$ cat src/rtl/fetch_pkg.sv
// Shared types and helpers for the prefetching fetch stage.
// Queue entries carry the PC tag alongside the instruction so decode sees both.
package fetch_pkg;

    localparam int unsigned FETCH_PC_MAX_W       = 32;
    localparam int unsigned DEFAULT_RESET_VECTOR = 0;

    // PC field is sized for the widest supported ADDR_W; narrower cores zero-extend.
    typedef struct packed {
        logic [FETCH_PC_MAX_W-1:0] pc;
        logic [31:0]               inst;
    } fetch_entry_t;

    // Little-endian memory word to decode byte order.
    function automatic logic [31:0] byte_swap32(input logic [31:0] w);
        return {w[7:0], w[15:8], w[23:16], w[31:24]};
    endfunction

endpackage

$ cat src/rtl/fetch_queue.sv
// Synchronous FIFO with flush; the head is read straight from registered storage,
// so a push into an empty queue becomes visible one cycle later.
module fetch_queue #(
    parameter int unsigned WIDTH = 64,
    parameter int unsigned DEPTH = 4
) (
    input  logic                     clk,
    input  logic                     sync_rst,
    input  logic                     push,
    input  logic [WIDTH-1:0]         push_data,
    input  logic                     pop,
    input  logic                     flush,
    output logic                     head_valid,
    output logic [WIDTH-1:0]         head_data,
    output logic [$clog2(DEPTH):0]   count
);

    localparam int unsigned PTR_W = $clog2(DEPTH);
    localparam int unsigned CNT_W = PTR_W + 1;
    localparam logic [CNT_W-1:0] FULL = CNT_W'(DEPTH);

    logic [WIDTH-1:0] mem_q [DEPTH];
    logic [PTR_W-1:0] wr_ptr_q, rd_ptr_q;
    logic [CNT_W-1:0] count_q;
    logic             do_push, do_pop;

    assign do_push = push;
    assign do_pop  = pop && (count_q != '0);

    always_ff @(posedge clk) begin
        if (!sync_rst || flush) begin
            wr_ptr_q <= '0;
            rd_ptr_q <= '0;
            count_q  <= '0;
        end else begin
            if (do_push) begin
                wr_ptr_q <= wr_ptr_q + 1'b1;
            end
            if (do_pop) begin
                rd_ptr_q <= rd_ptr_q + 1'b1;
            end
            unique case ({do_push, do_pop})
                2'b10:   count_q <= count_q + 1'b1;
                2'b01:   count_q <= count_q - 1'b1;
                default: ;
            endcase
        end
    end

    // Storage needs no reset; validity is tracked by the count.
    always_ff @(posedge clk) begin
        if (sync_rst && !flush && do_push) begin
            mem_q[wr_ptr_q] <= push_data;
        end
    end

    assign head_valid = (count_q != '0);
    assign head_data  = mem_q[rd_ptr_q];
    assign count      = count_q;

    // The credit scheme upstream guarantees a free slot for every push.
    push_never_full: assert property (@(posedge clk) disable iff (!sync_rst)
        (push && !flush) |-> (count_q != FULL));

endmodule

$ cat src/rtl/prefetch_fetch_stage.sv
// Fetch stage with a prefetch queue and multiple outstanding imem requests.
// Redirects flush the queue and drop the responses of every request still in flight.
module prefetch_fetch_stage
    import fetch_pkg::*;
#(
    parameter int unsigned       ADDR_W          = 30,
    parameter int unsigned       DEPTH           = 4,
    parameter int unsigned       MAX_OUTSTANDING = 2,
    parameter logic [ADDR_W-1:0] RESET_VECTOR    = ADDR_W'(DEFAULT_RESET_VECTOR),
    parameter bit                BYTE_SWAP       = 1'b1
) (
    input  logic                   clk,
    input  logic                   sync_rst,
    input  logic                   clk_en,
    input  logic                   jmp,
    input  logic [ADDR_W-1:0]      jmp_target,
    output logic                   imem_req,
    output logic [ADDR_W-1:0]      imem_addr,
    input  logic                   imem_ready,
    input  logic                   imem_rvalid,
    input  logic [31:0]            imem_rdata,
    output logic                   dec_valid,
    output logic [31:0]            dec_inst,
    output logic [ADDR_W-1:0]      dec_pc,
    input  logic                   dec_ready,
    output logic [$clog2(DEPTH):0] queue_count
);

    localparam int unsigned CW = $clog2(DEPTH) + 1;
    localparam logic [CW-1:0] MAX_OUT   = CW'(MAX_OUTSTANDING);
    localparam logic [CW:0]   DEPTH_LIM = (CW + 1)'(DEPTH);

    logic [ADDR_W-1:0] fetch_pc_q, resp_pc_q;
    logic [CW-1:0]     outstanding_q, outstanding_d, discard_q;
    logic [CW-1:0]     count;
    logic              credit_ok, issue, accept, resp, keep, push, pop, flush;
    logic              head_valid;
    fetch_entry_t      push_entry, head_entry;
    logic              unused_head_pc;

    // Every accepted request reserves a queue slot until its response lands.
    assign credit_ok = (({1'b0, count} + {1'b0, outstanding_q}) < DEPTH_LIM);
    assign issue     = sync_rst && clk_en && !jmp && (outstanding_q < MAX_OUT) && credit_ok;
    assign accept    = issue && imem_ready;
    assign resp      = clk_en && imem_rvalid;
    assign keep      = resp && !jmp && (discard_q == '0);
    assign push      = keep;
    assign pop       = clk_en && !jmp && head_valid && dec_ready;
    assign flush     = clk_en && jmp;

    always_comb begin
        outstanding_d = outstanding_q;
        unique case ({accept, resp})
            2'b10:   outstanding_d = outstanding_q + 1'b1;
            2'b01:   outstanding_d = outstanding_q - 1'b1;
            default: ;
        endcase
    end

    always_ff @(posedge clk) begin
        if (!sync_rst) begin
            fetch_pc_q    <= RESET_VECTOR;
            resp_pc_q     <= RESET_VECTOR;
            outstanding_q <= '0;
            discard_q     <= '0;
        end else if (clk_en) begin
            outstanding_q <= outstanding_d;
            if (jmp) begin
                fetch_pc_q <= jmp_target;
                resp_pc_q  <= jmp_target;
                // Whatever is still in flight after this cycle belongs to the old path.
                discard_q  <= outstanding_d;
            end else begin
                if (accept) begin
                    fetch_pc_q <= fetch_pc_q + 1'b1;
                end
                if (keep) begin
                    resp_pc_q <= resp_pc_q + 1'b1;
                end else if (resp) begin
                    discard_q <= discard_q - 1'b1;
                end
            end
        end
    end

    always_comb begin
        push_entry      = '0;
        push_entry.pc   = FETCH_PC_MAX_W'(resp_pc_q);
        push_entry.inst = BYTE_SWAP ? byte_swap32(imem_rdata) : imem_rdata;
    end

    fetch_queue #(
        .WIDTH ($bits(fetch_entry_t)),
        .DEPTH (DEPTH)
    ) u_queue (
        .clk        (clk),
        .sync_rst   (sync_rst),
        .push       (push),
        .push_data  (push_entry),
        .pop        (pop),
        .flush      (flush),
        .head_valid (head_valid),
        .head_data  (head_entry),
        .count      (count)
    );

    assign unused_head_pc = ^head_entry.pc;

    assign imem_req    = issue;
    assign imem_addr   = fetch_pc_q;
    assign dec_valid   = head_valid;
    assign dec_inst    = head_entry.inst;
    assign dec_pc      = head_entry.pc[ADDR_W-1:0];
    assign queue_count = count;

    rvalid_needs_outstanding: assert property (@(posedge clk) disable iff (!sync_rst)
        (clk_en && imem_rvalid) |-> (outstanding_q != '0));

    credit_invariant: assert property (@(posedge clk) disable iff (!sync_rst)
        (({1'b0, count} + {1'b0, outstanding_q}) <= DEPTH_LIM));

    discard_within_outstanding: assert property (@(posedge clk) disable iff (!sync_rst)
        (discard_q <= outstanding_q));

endmodule

$ cat config.mk
export PLATFORM = sky130hd
export DESIGN_NAME = prefetch_fetch_stage
export DESIGN_NICKNAME = d
export VERILOG_FILES = /design/src/rtl/fetch_pkg.sv /design/src/rtl/fetch_queue.sv /design/src/rtl/prefetch_fetch_stage.sv
export SDC_FILE = /design/constraint.sdc
export NUM_CORES = 1
export LEC_CHECK = 0
export CORE_MARGIN = 2
export CORE_UTILIZATION = 49
export CTS_CLUSTER_SIZE = 24
export DETAILED_ROUTE_END_ITERATION = 8
export PLACE_DENSITY = 0.71
export RECOVER_POWER = 100
export SETUP_SLACK_MARGIN = 0.1
export SLEW_MARGIN = 20
export SYNTH_ARGS = -nofsm -noshare
export SYNTH_HDL_FRONTEND = slang
export SYNTH_SLANG_ARGS = --single-unit
export TNS_END_PERCENT = 30
$ cat constraint.sdc
create_clock -name clk -period 4.2 [get_ports clk]
set_input_delay 0.84 -clock clk [delete_from_list [all_inputs] [get_ports clk]]
set_output_delay 0.84 -clock clk [all_outputs]
set_load 0.05 [all_outputs]
==> results of run 1 <==
[registers in the layout, summed over array words and instances, names as in the netlist, named ones only]
register          cells
u_queue.mem_q       248
imem_addr            30
resp_pc_q            30
discard_q             3
outstanding_q         3
u_queue.count         3
u_queue.rd_ptr_q      2
u_queue.wr_ptr_q      2
[per-layer routing]
| metal | wire length, µm | vias up |
|---|---|---|
| met5 | 0 | - |
| met4 | 706 | 0 |
| met3 | 1933 | 49 |
| met2 | 13950 | 351 |
| met1 | 13350 | 4356 |
| li1 | - | 4056 |
[worst register-to-register path: stages (launching register included)]
cell      delay [ns]
dfxtp_1         0.32
inv_1           0.08
ha_1            0.20
and3b_1         0.21
and3_1          0.48
and3_2          0.26
clkbuf_2        1.29
[kinds of logic after synthesis]
logic type / count (synthesis) / share of synthesized area, %
flops: 323 / 65.70
simple gates: 236 / 8.736
compound gates: 202 / 10.03
buf+inv: 77 / 2.342
mux: 75 / 11.22
fa+ha+maj: 14 / 1.396
xor+xnor: 9 / 0.5787
[placed cells by master, fill, tap and decap left out, drive strengths merged, types with 11 or more instances in the layout]
cell type and n:
a21oi 50, dlygate4sd3 129, clkdlybuf4s50 34, edfxtp 248
ha 12, a31oi 11, clkbuf 58, nand2 45
buf 11, a22oi 14, and4 11, dfxtp 75
mux4 62, nor2 75, mux2i 12, and3 17
nand4 17, inv 21, nand3 29, o21ai 45
nor3 16
[layout make-up]
cell class / instances / area (µm²)
Clock inverter: 13 / 88.84
Sequential cell: 323 / 8954
Tap cell: 378 / 473.0
Clock buffer: 47 / 930.9
Timing Repair Buffer: 185 / 1799
Inverter: 20 / 75.07
Fill cell: 2105 / 10900
Multi-Input combinational cell: 536 / 4337
[per-stage QoR]
stage | instances | hold WS [ns]
floorplan | 936 | 0.4611
global placement | 1442 | 0.4894
detailed placement | 1442 | 0.4995
CTS | 1502 | 0.5131
global route | 1502 | 0.5512
finish | 1502 | 0.5134
[power by group]
group          internal [W]  switching, W  leakage (nW)  total, W
clock               0.00161       0.00113         0.495   0.00274
sequential          0.00350     0.0000794          2.81   0.00358
combinational      0.000194      0.000315          2.12  0.000508
total               0.00530       0.00152          5.42   0.00682
[worst min path at each step]
stage                  start       endpoint  slack (ns)  cells after the start
2_1_floorplan   discard_q[2]   discard_q[2]        0.46                      2
3_3_place_gp   imem_addr[15]  imem_addr[15]        0.49                      2
3_5_place_dp   imem_addr[29]  imem_addr[29]        0.50                      2
4_1_cts        imem_addr[19]  imem_addr[19]        0.51                      2
5_1_grt         discard_q[2]   discard_q[2]        0.55                      2
6_report        discard_q[1]   discard_q[1]        0.51                      2
==> reports/results.txt, run 1 <==
status: complete, but fails checks
violated checks: max-capacitance violations, max-slew violations
WL final: 29,940 µm
fraction of registers with async set/reset: 0%
gr usage total: 20.73%
fraction of layout cells with a size suffix above 1: 12.37%
most frequent cell after synthesis: edfxtp_1
final hold viol count: 0
setup ws final: 0.4120 ns
largest net degree at the start of global routing: 77
#FFs+latches synth: 323
effective utilization at floorplan: 49.43%
sequential area share after synthesis: 65.70%
clock root buffer master: clkbuf_16
Final Max Tran Viols: 266
top post-synthesis cells by area: edfxtp_1, dfxtp_1, mux4_2
Total Die Area: 29,150 µm²
Final Power: 0.006825 W
clk sinks: 323
Buf/Inv on CP: 3
Area Overhead vs Synth: 22.29%
post-DP HPWL: 19,070 µm
number of CTS-inserted buffers: 34
CP endpoint: imem_addr[16]
Tcrit/Tclk final: 90.19%
Crit Path Max Fanout: 16
first-pass GRT wire length: 46,730 µm
Netlist cell types: 68
reg-to-reg endpoint: u_queue.mem_q[0][0]
cell mode on critical path: clkbuf_1
CP max-delay cell: a41oi_1
Longest Clk Path Bufs: 3
diodes inserted: 0
Crit path depth: 7
Core Rows: 61
min cycle time layout: 3.788 ns
Worst Hold Class: reg -> reg
Core Util, Final: 60.46%
total negative setup slack: 0 ns
Yosys top cell area share: 54.68%
pwr/cell area: 409.7 nW/µm²
H-tree Lvls: 2
Vias/cell: 5.867
vias in the first global route: 8,566
Peak VDD IR: 212.2 µV
Rel. slew slack: -19.72%
DR WL/cell: 19.93 µm
Hold-fix buffers, CTS: 0
via count: 8,812
commonest register cell after synthesis: edfxtp_1
GRT met2 Usage: 33.18%
Core Box Area: 27,550 µm²
post-route ant nets: 0
Mapped Cells: 936
Post-synth top cells: edfxtp_1, dfxtp_1, nor2_1
Crit Reg-Reg Startpoint: discard_q[0]
crit end category: flip-flop
die height: 170.7 µm
post-synthesis average cell area: 14.55 µm²
CTS resizes: 0
FF-to-FF path depth: 6
Setup-failing EPs final: 0
CP Launch Type: input pin
nets: 1,183
Worst EP arrival: 4.18 ns
unrepaired setup endpoints after global routing: no
Die Wd: 170.7 µm
Worst Max-Slew Pin Slew: 1.796 ns
reg2reg setup slack: 0.91 ns
GRT Max-Usage Layer: met2
critical path launch point: clk_en
initial DRC count: 654
Lkg Pwr: 5.421 nW
total global routing overflow: 0
delay-heaviest family, CP: buffers and inverters
Post-CTS Setup Bufs: 0
DRC viols: 0
M3 GR Usage: 3.077%
Final Skew: 0.01428 ns
GPL Wtd Cong: 0.8728
DP Area: 15,760 µm²
Port Buffers: 165
Yosys warnings: 0
Cell Chain, Critical Path: dlygate4sd3_1, and2_1, clkbuf_1, a41oi_1, clkbuf_1, nor2_1, o221a_2
Global Route met1 Usage: 29.67%
cell area after layout: 16,660 µm²
initial antenna violation count: 0
Synth area leader: edfxtp_1
Setup CP Type: in -> reg
Max Cap Violations: 4
mapped cell area: 13,620 µm²
Pre-antenna DRT Iters: 7
CP peak stage delay: 1.11 ns
critical path data required time: 4.59 ns
clk slew on worst S/H paths: 0.06 ns
# IOs: 166
fmax: 0.2640 GHz
Clk Latency, worst-skew pair: 0.50 ns
Synth Net Count: 1,019
Place WS: 0.7301 ns
CTS tree: done
number of flops mapped to enable cells by yosys: 248
Power figures use the tool's default switching activity.
==> run 2, diff against run 1 <==
CORE_ASPECT_RATIO = 0.7   (was not set)
TNS_END_PERCENT = not set   (was 30)
==> reports/results.txt, run 2 (synthesized netlist as in run 1, its figures left out) <==
Min Hold Slack: 0.5041 ns (was 0.5134 ns)
Port Buffers: 165 (unchanged)
final hold viol count: 0 (unchanged)
crit end category: primary output (was flip-flop)
Global Route met1 Usage: 31.91% (was 29.67%)
Clk Latency, worst-skew pair: 0.56 ns (was 0.50 ns)
Crit Path Max Fanout: 19 (was 16)
Pint: 0.005247 W (was 0.005300 W)
Rel. slew slack: -60.22% (was -19.72%)
Final Skew: 0.01280 ns (was 0.01428 ns)
GPL Wtd Cong: 0.8728 (unchanged)
Psw: 0.001548 W (was 0.001525 W)
CTS resizes: 0 (unchanged)
Die Wd: 203.3 µm (was 170.7 µm)
die height: 143.5 µm (was 170.7 µm)
FF/Latch Area: 8954 µm² (unchanged)
diodes inserted: 0 (unchanged)
Lkg Pwr: 5.420 nW (was 5.421 nW)
number of CTS-inserted buffers: 31 (was 34)
total global routing overflow: 0 (unchanged)
Setup CP Type: reg -> out (was in -> reg)
clock root buffer master: clkbuf_16 (unchanged)
Total Die Area: 29,170 µm² (was 29,150 µm²)
Worst EP arrival: 2.91 ns (was 4.18 ns)
Final Max Tran Viols: 273 (was 266)
fmax: 0.2664 GHz (was 0.2640 GHz)
effective utilization at floorplan: 49.41% (was 49.43%)
Post-CTS Setup Bufs: 0 (unchanged)
initial DRC count: 740 (was 654)
Area Overhead vs Synth: 22.09% (was 22.29%)
Worst Hold Class: reg -> reg (unchanged)
min cycle time layout: 3.753 ns (was 3.788 ns)
DR WL/cell: 20.92 µm (was 19.93 µm)
largest reg by FF count: u_queue.mem_q (unchanged)
post-route ant nets: 0 (unchanged)
initial antenna violation count: 0 (unchanged)
Worst Max-Slew Pin Slew: 2.378 ns (was 1.796 ns)
largest net degree at the start of global routing: 63 (was 77)
CP Launch Type: flip-flop (was input pin)
H-tree Lvls: 1 (was 2)
sequential power share: 52.6% (was 52.4%)
Vias/cell: 5.916 (was 5.867)
FILL cells: 2,137 (was 2,105)
M3 GR Usage: 3.810% (was 3.077%)
Tcrit/Tclk final: 89.36% (was 90.19%)
commonest non-fill, non-tap cell in the layout: edfxtp_1 (unchanged)
commonest non-fill, non-tap cells in the layout: edfxtp_1, dlygate4sd3_1, nor2_1 (unchanged)
unrepaired setup endpoints after global routing: no (unchanged)
multi-input combinational cell area: 4358 µm² (was 4337 µm²)
Pre-antenna DRT Iters: 5 (was 7)
Core Box Area: 27,570 µm² (was 27,550 µm²)
critical path data required time: 3.36 ns (was 4.59 ns)
DRC viols: 0 (unchanged)
GRT Max-Usage Layer: met2 (unchanged)
clk sinks: 323 (unchanged)
vias in the first global route: 8,482 (was 8,566)
Clk pwr share: 39.9% (was 40.2%)
pwr/cell area: 408.6 nW/µm² (was 409.7 nW/µm²)
WL final: 31,250 µm (was 29,940 µm)
Largest register FFs: 248 (unchanged)
total negative setup slack: 0 ns (unchanged)
CP peak stage delay: 0.79 ns (was 1.11 ns)
post-DP HPWL: 19,940 µm (was 19,070 µm)
gr usage total: 21.55% (was 20.73%)
Hold-fix buffers, CTS: 0 (unchanged)
CTS tree: done (unchanged)
switch share: 22.78% (was 22.34%)
Longest Clk Path Bufs: 3 (unchanged)
Max Cap Violations: 5 (was 4)
status: complete, but fails checks (unchanged)
Core Rows: 51 (was 61)
Cell Chain, Critical Path: buf_4, mux4_2, dlygate4sd3_1 (was dlygate4sd3_1, and2_1, clkbuf_1, a41oi_1, clkbuf_1, nor2_1, o221a_2)
clk slew on worst S/H paths: 0.07 ns (was 0.06 ns)
GRT met2 Usage: 33.81% (was 33.18%)
Peak VDD IR: 287.6 µV (was 212.2 µV)
first-pass GRT wire length: 48,680 µm (was 46,730 µm)
violated checks: max-capacitance violations, max-slew violations (unchanged)
nets: 1,182 (was 1,183)
Setup-failing EPs final: 0 (unchanged)
fraction of layout cells with a size suffix above 1: 12.73% (was 12.37%)
# IOs: 166 (unchanged)
Comb power frac: 7.5% (about the same)
via count: 8,838 (was 8,812)
CP max-delay cell: dlygate4sd3_1 (was a41oi_1)
run 2: changes by cell type in the layout (fill, tap and decap cells not counted), sizes merged, moves of 2 or more:
cell           before  now
clkbuf             58   53
clkdlybuf4s50      34   37
dlygate4sd3       129  126
buf                11   13
bufinv              1    3
run 2: critical path, delay by kind of cell, from the launching register on:
kind | cells | cell delay [ns]
multiplexers | 1 | 0.40
buffers and inverters | 2 | 1.19
flip-flops | 1 | 0.73
run 2: power by group through the flow:
stage	clock [W]	combinational, W	sequential (W)
CTS	0.00277	0.000534	0.00357
global placement	0	0.000524	0.00364
detailed placement	0	0.000531	0.00364
floorplan	0	0.000260	0.00368
finish	0.00271	0.000509	0.00358
global route	0.00289	0.000545	0.00359
run 2: per-stage QoR:
stage	power [W]	instance area [µm²]	instances	util [%]	setup WS [ns]
floorplan	0.003938	13620	936	-	0.6064
global placement	0.004165	15760	1437	57.17	0.9463
detailed placement	0.004174	15760	1437	57.17	0.8706
CTS	0.006878	16740	1494	60.73	0.4533
global route	0.007025	16630	1494	60.33	0.3341
finish	0.006796	16630	1494	60.33	0.4467
run 2: metal layers:
layer | share of wire [%] | routed length [µm]
met5 | 0 | 0
met4 | 1.4 | 453
met3 | 7.7 | 2411
met2 | 46 | 14400
met1 | 45 | 13980
run 2: final cells by class:
| type | count | share of cell area [%] |
|---|---|---|
| Clock buffer | 42 | 4.973 |
| Clock inverter | 15 | 0.9254 |
| Inverter | 20 | 0.4514 |
| Multi-Input combinational cell | 536 | 26.21 |
| Sequential cell | 323 | 53.84 |
| Tap cell | 371 | 2.791 |
| Timing Repair Buffer | 187 | 10.81 |
run 2: path summary, 6_finish.rpt:
path                        end          start  slack, ns  cells after the start
hold / removal    imem_addr[19]  imem_addr[19]       0.50                      2
setup reg to reg   resp_pc_q[5]   discard_q[0]       0.65                      7
hold reg to reg   imem_addr[19]  imem_addr[19]       0.50                      2
setup / recovery     dec_pc[28]      flip-flop       0.45                      3
